File: config.mk
export PLATFORM = sky130hd
export DESIGN_NAME = fir_tdm_flat
export DESIGN_NICKNAME = d
export VERILOG_FILES = /design/src/rtl/fir_pkg.sv /design/src/rtl/fir_tdm_if.sv /design/src/rtl/fir_mac.sv /design/src/rtl/fir_tdm.sv /design/src/flat_wrapper.sv
export SDC_FILE = /design/constraint.sdc
export NUM_CORES = 2
export LEC_CHECK = 0
export CAP_MARGIN = 0
export CORE_UTILIZATION = 40
export DETAILED_ROUTE_END_ITERATION = 12
export PLACE_DENSITY = 0.52
export SYNTH_ARGS = -nofsm -noshare
export SYNTH_HDL_FRONTEND = slang
export SYNTH_HIERARCHICAL = 1
export SYNTH_SLANG_ARGS = --single-unit
File: constraint.sdc
create_clock -name clock -period 18.87 [get_ports clock]
set_clock_uncertainty 0.05 [all_clocks]
set_input_delay 2.8305 -clock clock [delete_from_list [all_inputs] [get_ports clock]]
set_output_delay 2.8305 -clock clock [all_outputs]
set_load 0.01 [all_outputs]
File: src/rtl/fir_pkg.sv
// Shared types and constants for the time-multiplexed FIR filter.
package fir_pkg;

  typedef enum logic [1:0] {
    S_IDLE = 2'd0,
    S_MAC  = 2'd1,
    S_OUT  = 2'd2
  } fir_state_e;

  localparam int DEF_DATA_W    = 16;
  localparam int DEF_COEF_W    = 16;
  localparam int DEF_N_TAPS    = 10;
  localparam int DEF_N_CH      = 2;
  localparam int DEF_COEF_FRAC = 15;

  // Wide enough that N_TAPS full-scale products never overflow.
  function automatic int acc_width(input int data_w, input int coef_w, input int n_taps);
    return data_w + coef_w + $clog2(n_taps);
  endfunction

  function automatic int ch_width(input int n_ch);
    return (n_ch > 1) ? $clog2(n_ch) : 1;
  endfunction

endpackage

File: src/rtl/fir_tdm_if.sv
// Sample, coefficient and result signals of fir_tdm.
interface fir_tdm_if
  import fir_pkg::*;
#(
  parameter int DATA_W = DEF_DATA_W,
  parameter int COEF_W = DEF_COEF_W,
  parameter int N_TAPS = DEF_N_TAPS,
  parameter int N_CH   = DEF_N_CH
) ();
  localparam int CH_W   = ch_width(N_CH);
  localparam int ADDR_W = $clog2(N_TAPS);

  logic              in_valid;
  logic              in_ready;
  logic [CH_W-1:0]   in_ch;
  logic [DATA_W-1:0] in_data;
  logic              coef_we;
  logic [ADDR_W-1:0] coef_addr;
  logic [COEF_W-1:0] coef_data;
  logic              out_valid;
  logic [CH_W-1:0]   out_ch;
  logic [DATA_W-1:0] out_data;
  logic              coef_err;

  modport master (
    output in_valid, in_ch, in_data, coef_we, coef_addr, coef_data,
    input  in_ready, out_valid, out_ch, out_data, coef_err
  );

  modport slave (
    input  in_valid, in_ch, in_data, coef_we, coef_addr, coef_data,
    output in_ready, out_valid, out_ch, out_data, coef_err
  );
endinterface

File: src/rtl/fir_mac.sv
// Single-multiplier accumulator with round-half-up and output saturation.
module fir_mac
  import fir_pkg::*;
#(
  parameter int DATA_W    = DEF_DATA_W,
  parameter int COEF_W    = DEF_COEF_W,
  parameter int N_TAPS    = DEF_N_TAPS,
  parameter int COEF_FRAC = DEF_COEF_FRAC
) (
  input  logic                     clock,
  input  logic                     reset,
  input  logic                     clr,
  input  logic                     en,
  input  logic signed [DATA_W-1:0] x,
  input  logic signed [COEF_W-1:0] c,
  output logic        [DATA_W-1:0] y
);
  localparam int ACC_W  = acc_width(DATA_W, COEF_W, N_TAPS);
  localparam int PROD_W = DATA_W + COEF_W;
  localparam logic signed [ACC_W-1:0] HALF = ACC_W'(1) << (COEF_FRAC - 1);

  logic signed [PROD_W-1:0] prod;
  logic signed [ACC_W-1:0]  acc_q, acc_d, rnd, shf;

  assign prod  = x * c;
  assign acc_d = acc_q + {{(ACC_W-PROD_W){prod[PROD_W-1]}}, prod};
  assign rnd   = acc_d + HALF;
  assign shf   = rnd >>> COEF_FRAC;

  always_ff @(posedge clock) begin
    if (!reset)   acc_q <= '0;
    else if (clr) acc_q <= '0;
    else if (en)  acc_q <= acc_d;
  end

  // Result fits when every bit above the output sign bit matches it.
  always_comb begin
    y = shf[DATA_W-1:0];
    if (shf[ACC_W-1:DATA_W-1] != {(ACC_W-DATA_W+1){shf[ACC_W-1]}})
      y = shf[ACC_W-1] ? {1'b1, {(DATA_W-1){1'b0}}} : {1'b0, {(DATA_W-1){1'b1}}};
  end
endmodule

File: src/rtl/fir_tdm.sv
// Multi-channel FIR: per-channel histories and a shared coefficient set,
// one tap per cycle through fir_mac.
module fir_tdm
  import fir_pkg::*;
#(
  parameter int DATA_W    = DEF_DATA_W,
  parameter int COEF_W    = DEF_COEF_W,
  parameter int N_TAPS    = DEF_N_TAPS,
  parameter int N_CH      = DEF_N_CH,
  parameter int COEF_FRAC = DEF_COEF_FRAC
) (
  input  logic      clock,
  input  logic      reset,
  fir_tdm_if.slave  bus
);
  localparam int CH_W   = ch_width(N_CH);
  localparam int ADDR_W = $clog2(N_TAPS);
  localparam logic [ADDR_W-1:0] LAST_TAP = ADDR_W'(N_TAPS - 1);

  fir_state_e        state_q, state_d;
  logic [ADDR_W-1:0] tap_q;
  logic [CH_W-1:0]   ch_q, out_ch_q;
  logic [DATA_W-1:0] out_data_q, mac_y;
  logic              coef_err_q;
  logic [DATA_W-1:0] hist [N_CH][N_TAPS];
  logic [COEF_W-1:0] coef [N_TAPS];

  logic accept, ch_ok, coef_ok, last_tap;

  assign accept   = (state_q == S_IDLE) && bus.in_valid;
  assign ch_ok    = int'(bus.in_ch) < N_CH;
  assign coef_ok  = (state_q == S_IDLE) && (int'(bus.coef_addr) < N_TAPS);
  assign last_tap = (state_q == S_MAC) && (tap_q == LAST_TAP);

  always_comb begin
    state_d = state_q;
    case (state_q)
      S_IDLE:  if (accept && ch_ok) state_d = S_MAC;
      S_MAC:   if (tap_q == LAST_TAP) state_d = S_OUT;
      S_OUT:   state_d = S_IDLE;
      default: state_d = S_IDLE;
    endcase
  end

  // A sample on an out-of-range channel is consumed but never enters a history.
  always_ff @(posedge clock) begin
    if (!reset) begin
      state_q    <= S_IDLE;
      tap_q      <= '0;
      ch_q       <= '0;
      out_ch_q   <= '0;
      out_data_q <= '0;
      coef_err_q <= 1'b0;
      for (int k = 0; k < N_TAPS; k++) coef[k] <= '0;
      for (int h = 0; h < N_CH; h++)
        for (int k = 0; k < N_TAPS; k++) hist[h][k] <= '0;
    end else begin
      state_q    <= state_d;
      coef_err_q <= bus.coef_we && !coef_ok;
      if (bus.coef_we && coef_ok) coef[bus.coef_addr] <= bus.coef_data;
      if (accept && ch_ok) begin
        ch_q  <= bus.in_ch;
        tap_q <= '0;
        for (int k = N_TAPS - 1; k > 0; k--) hist[bus.in_ch][k] <= hist[bus.in_ch][k-1];
        hist[bus.in_ch][0] <= bus.in_data;
      end else if (state_q == S_MAC) begin
        tap_q <= tap_q + 1'b1;
      end
      if (last_tap) begin
        out_data_q <= mac_y;
        out_ch_q   <= ch_q;
      end
    end
  end

  fir_mac #(
    .DATA_W    (DATA_W),
    .COEF_W    (COEF_W),
    .N_TAPS    (N_TAPS),
    .COEF_FRAC (COEF_FRAC)
  ) u_mac (
    .clock (clock),
    .reset (reset),
    .clr   (accept && ch_ok),
    .en    (state_q == S_MAC),
    .x     (hist[ch_q][tap_q]),
    .c     (coef[tap_q]),
    .y     (mac_y)
  );

  assign bus.in_ready  = (state_q == S_IDLE);
  assign bus.out_valid = (state_q == S_OUT);
  assign bus.out_ch    = out_ch_q;
  assign bus.out_data  = out_data_q;
  assign bus.coef_err  = coef_err_q;
endmodule

File: src/flat_wrapper.sv
// flat-port wrapper written by rule: the top's interface ports become plain ports
module fir_tdm_flat import fir_pkg::*;
#(
  parameter int DATA_W    = DEF_DATA_W,
  parameter int COEF_W    = DEF_COEF_W,
  parameter int N_TAPS    = DEF_N_TAPS,
  parameter int N_CH      = DEF_N_CH,
  parameter int COEF_FRAC = DEF_COEF_FRAC
)
  (clock, reset, bus_in_valid, bus_in_ch, bus_in_data, bus_coef_we, bus_coef_addr, bus_coef_data, bus_in_ready, bus_out_valid, bus_out_ch, bus_out_data, bus_coef_err);
  fir_tdm_if #(.DATA_W(DATA_W), .COEF_W(COEF_W), .N_TAPS(N_TAPS), .N_CH(N_CH)) bus_i ();
  input  logic clock;
  input  logic reset;
  input wire logic [$bits(bus_i.in_valid)-1:0] bus_in_valid;
  input wire logic [$bits(bus_i.in_ch)-1:0] bus_in_ch;
  input wire logic [$bits(bus_i.in_data)-1:0] bus_in_data;
  input wire logic [$bits(bus_i.coef_we)-1:0] bus_coef_we;
  input wire logic [$bits(bus_i.coef_addr)-1:0] bus_coef_addr;
  input wire logic [$bits(bus_i.coef_data)-1:0] bus_coef_data;
  output wire logic [$bits(bus_i.in_ready)-1:0] bus_in_ready;
  output wire logic [$bits(bus_i.out_valid)-1:0] bus_out_valid;
  output wire logic [$bits(bus_i.out_ch)-1:0] bus_out_ch;
  output wire logic [$bits(bus_i.out_data)-1:0] bus_out_data;
  output wire logic [$bits(bus_i.coef_err)-1:0] bus_coef_err;
  assign bus_i.in_valid = bus_in_valid;
  assign bus_i.in_ch = bus_in_ch;
  assign bus_i.in_data = bus_in_data;
  assign bus_i.coef_we = bus_coef_we;
  assign bus_i.coef_addr = bus_coef_addr;
  assign bus_i.coef_data = bus_coef_data;
  assign bus_in_ready = bus_i.in_ready;
  assign bus_out_valid = bus_i.out_valid;
  assign bus_out_ch = bus_i.out_ch;
  assign bus_out_data = bus_i.out_data;
  assign bus_coef_err = bus_i.coef_err;
  fir_tdm #(.DATA_W(DATA_W), .COEF_W(COEF_W), .N_TAPS(N_TAPS), .N_CH(N_CH), .COEF_FRAC(COEF_FRAC)) u_core (.clock(clock), .reset(reset), .bus(bus_i));
endmodule
## Word level (Yosys, flattened, before mapping)

Memories as Yosys holds them, arrays and structs flattened. A register that Yosys moved wholly into a read port is not among the register bits.
Cells that the tools add are included.

| storage, ports and cells | value |
|---|---|
| memory bits (read-only) | 0 |
| bits in registers | 61 |
| output and inout bits | 20 |
| RAM bits | 480 |
| latch bits | 0 |
| input port bits | 41 |
| memories | 2 |

Memory list:

| memory | depth | width | read ports | clocked after memory_dff | write ports | RTL line | text |
|---|---|---|---|---|---|---|---|
| u_core.hist | 2 | 160 | 2 | 1 | 2 | fir_tdm.sv:25 | `logic [DATA_W-1:0] hist [N_CH][N_TAPS];` |
| u_core.coef | 10 | 16 | 1 | 1 | 10 | fir_tdm.sv:26 | `logic [COEF_W-1:0] coef [N_TAPS];` |

| cells by class | value |
|---|---|
| reductions and logical operators | 11 |
| multiply operators | 1 |
| eq/ne operators | 6 |
| shift operators | 0 |
| magnitude comparators | 2 |
| div/mod/pow operators | 0 |
| add/sub/neg operators | 3 |
| multiplexer cells | 25 |
| bitwise logic cells | 2 |

Operator list:

| operator | number |
|---|---|
| $mux 160 | 1 |
| $reduce_or 160->1 | 1 |
| $mux 16 | 5 |
| $bmux 16 s4 | 1 |
| $add 36x16->36 const B | 1 |
| $add 36x36->36 | 1 |
| $mul 16x16->32 | 1 |
| $reduce_or 16->1 | 1 |
| $mux 1 | 12 |
| $mux 4 | 3 |
| $ge 5x5->1 const B | 1 |
| $logic_and 1x1->1 | 5 |
| $ne 5x5->1 | 1 |
| $not 4->5 | 1 |
| $add 4x1->4 const B | 1 |
| $eq 4x4->1 const B | 1 |
| $lt 4x4->1 const B | 1 |
| $mux 2 | 2 |
| $ne 2x1->1 const B | 2 |
| $pmux 2 s2 | 1 |
| $eq 2x1->1 const B | 1 |
| $eq 2x2->1 const B | 1 |
| $logic_not 2->1 | 1 |
| $reduce_and 2->1 | 1 |
| 3 further kinds | 3 |

## Logic depth before layout (Yosys ltp)

| depth | value |
|---|---|
| depth in word-level cells | 9 |
| depth in mapped cells | 51 |
| mapped depth without buffers | 44 |

## Cells and area by module

Netlist, hierarchy kept.

By module, submodules not included:

| module | area an instance (um^2) | times used | cells each |
|---|---|---|---|
| fir_tdm | 26628.0 | 1 | 1638 |
| fir_mac | 13922.1 | 1 | 1602 |

## Least setup slack after synthesis

No wires, ideal clock.

| timing | value |
|---|---|
| path type | in2reg |
| from | input bus_in_valid |
| to | memory u_core/hist[0][0] (netlist name), enable pin |
| required time | 17919 ps |
| buffers on the path | 0 |
| arrival | 14334 ps |
| path slack | 3585 ps |
| library setup time | 901 ps |
| stages on the path | 3 |
| cells stage by stage | nor3b_4 > nand2_1 > o21ai_0 |

RTL lines:

| element | RTL line | text |
|---|---|---|
| from (decl) | flat_wrapper.sv:14 | `input wire logic [$bits(bus_i.in_valid)-1:0] bus_in_valid;` |
| to (decl) | fir_tdm.sv:25 |  |

==> out/metrics.csv <==
metric,value,unit
status,"complete, no violations",
seq_area,18600,um^2
required,19340,ps
grt_overflow_total,0,
wl_per_cell,20.1,um
synthTopCellsByCount,"edfxtp_1 (576), inv_1 (347), and2_1 (300), fa_1 (263), nor2_1 (246)",
critPathMostFrequentCell,fa_1,
ios,61,
cts-resized-gates,0,
synth_cells,3240,
setup_tns,0,ps
period_share,0.688,
grt_pass1_wl,152000,um
die_y,320,um
initial_core_util,0.404,
netlist.area_leader.share,0.427,
multi_input_area,20100,um^2
period_needed,12980,ps
start_kind,register,
min_path_type,reg2reg,
yosysMostFrequentCell,edfxtp_1,
cp_max_fo,41,
drv_cap,0,
n_antenna_cell,0,
nets,3766,
ys_warn_count,6,
syn_to_final_growth,11.2,%
clock_latency,660,ps
tightest_slew,1220,ps
synth_edf_count,576,
ctsLongestPathBuffers,3,
setup_viol,0,
slowest_delay,890,ps
numCtsBuffers,76,
avgSynthCellArea,12.5,um^2
core,100000,um^2
num-fill-cells,9141,
drive_above_1_share,0.0945,
synth.area.top_cells,"edfxtp_1 (43%), fa_1 (13%), mux4_2 (5.4%)",
ctsHoldBuffers,0,
finalHoldViolCount,0,
dpl.hpwl,63400,um
syn_area,40600,um^2
gp_congestion,0.854,
ys_ff_latch,642,
fp.dieW,320,um
maxSlewHeadroom,0.184,
grt_pass1_vias,26400,
cts_sinks,642,
detail-route-antenna-nets,0,
crit_type,reg2reg,
htree_levels,3,
vias,25100,
drt-total-wl,95600,um
synth_top_cell_by_area,edfxtp_1,
slew_violations,0,
drtIter0Drc,1723,
post_cts_buffers,0,
synth_ff_type,edfxtp_1,
cp_slowest_cell,dfxtp_4,
die-area,103000,um^2
cts_tree,yes,
rsz0062_at_grt,false,
port_buffers,60,
dr.pass1.iters,5,
ys_types,93,
cp-end-kind,register,
maxClockFrequency,0.0770,GHz
route.detailed.drc,0,
cts-root-buf,clkbuf_16,
worstPathArrival,13450,ps
vias_per_cell,5.28,
synth-seq-area-share,0.459,
rows,116,
clkTransAtPathRegs,50,ps
grt_usage,0.189,
grt_max_degree,125,
antenna_found_initial,3,
synthArstFlopShare,0,
==> layout by cell type (no fill, tap or decap), drive strengths merged, types with 45 or more instances in the layout <==
| cell | n |
|---|---|
| a21oi | 63 |
| a22o | 144 |
| and2 | 300 |
| buf | 45 |
| clkbuf | 91 |
| clkdlybuf4s50 | 59 |
| conb | 96 |
| dfxtp | 66 |
| edfxtp | 576 |
| fa | 263 |
| ha | 121 |
| inv | 355 |
| mux2i | 104 |
| mux4 | 128 |
| nand2 | 232 |
| nand3 | 45 |
| nor2 | 248 |
| o21ai | 60 |
| xnor2 | 58 |
==> layout make-up <==
class / instances / area share
clock buffer: 91 / 0.0434
clock inverter: 42 / 0.00966
timing repair buffer: 104 / 0.0205
sequential: 642 / 0.413
multi-input combinational: 2169 / 0.447
tap: 1357 / 0.0377
inverter: 348 / 0.0290
==> flip-flops by register name, indices dropped and copies added, names as in the netlist, named ones only <==
| register | cells |
|---|---|
| u_core/ch_q | 1 |
| u_core/bus.out_data | 16 |
| u_core/bus.out_ch | 1 |
| u_core/hist | 320 |
| u_core/state_q | 2 |
| u_core/u_mac/acc_q | 36 |
| u_core/bus.coef_err | 1 |
| u_core/coef | 256 |
| u_core/tap_q | 4 |
==> kinds of logic after synthesis <==
| family | count (synthesis) | synth area share |
|---|---|---|
| AOI/OAI and AO/OA | 448 | 0.0850 |
| xor gates and xnor gates | 89 | 0.0198 |
| adders and majority gates | 384 | 0.167 |
| buffers and inverters | 524 | 0.0543 |
| DFF | 642 | 0.459 |
| muxes | 233 | 0.0998 |
| other | 1 | 0.0000925 |
| and+or+nand+nor | 919 | 0.115 |
==> critical path: cells and delay by family, from the launching register on <==
kind,cells,cell delay (ps)
xor+xnor,3,670
compound gates,16,3870
fa+ha+maj,8,3740
mux,2,880
simple gates,9,1460
flops,1,890
buf+inv,6,1200
==> worst paths after layout <==
kind	start	to	slack, ps	cells past startpoint
setup / recovery	register	u_core/bus.out_data[2]	5890	44
setup reg to reg	register	u_core/bus.out_data[2]	5890	44
hold reg to reg	u_core/bus.out_data[7]	u_core/bus.out_data[7]	410	2
hold / removal	u_core/bus.out_data[7]	u_core/bus.out_data[7]	410	2
==> metal layers <==
| metal | wire length (um) | up-vias | track usage |
|---|---|---|---|
| met3 | 4530 | 156 | 0.0296 |
| met4 | 2000 | 0 | 0.0508 |
| li1 | - | 11500 | - |
| met2 | 44200 | 610 | 0.300 |
| met1 | 44900 | 12800 | 0.270 |
| met5 | 0 | - | 0 |
==> through the flow <==
step,worst slack (ps),instances,area [um^2],util,hold WS (ps)
6_report,5890,4753,45100,0.450,406
4_1_cts,5820,4753,45100,0.450,405
3_3_place_gp,6140,4620,42700,0.426,396
3_5_place_dp,5840,4620,42700,0.426,398
2_1_floorplan,3590,3335,40900,-,391
5_1_grt,5040,4753,45100,0.450,436
Power is left out: the tool's default activity adds up to more than one toggle a clock period on the data nets, which glitch-free logic cannot reach.
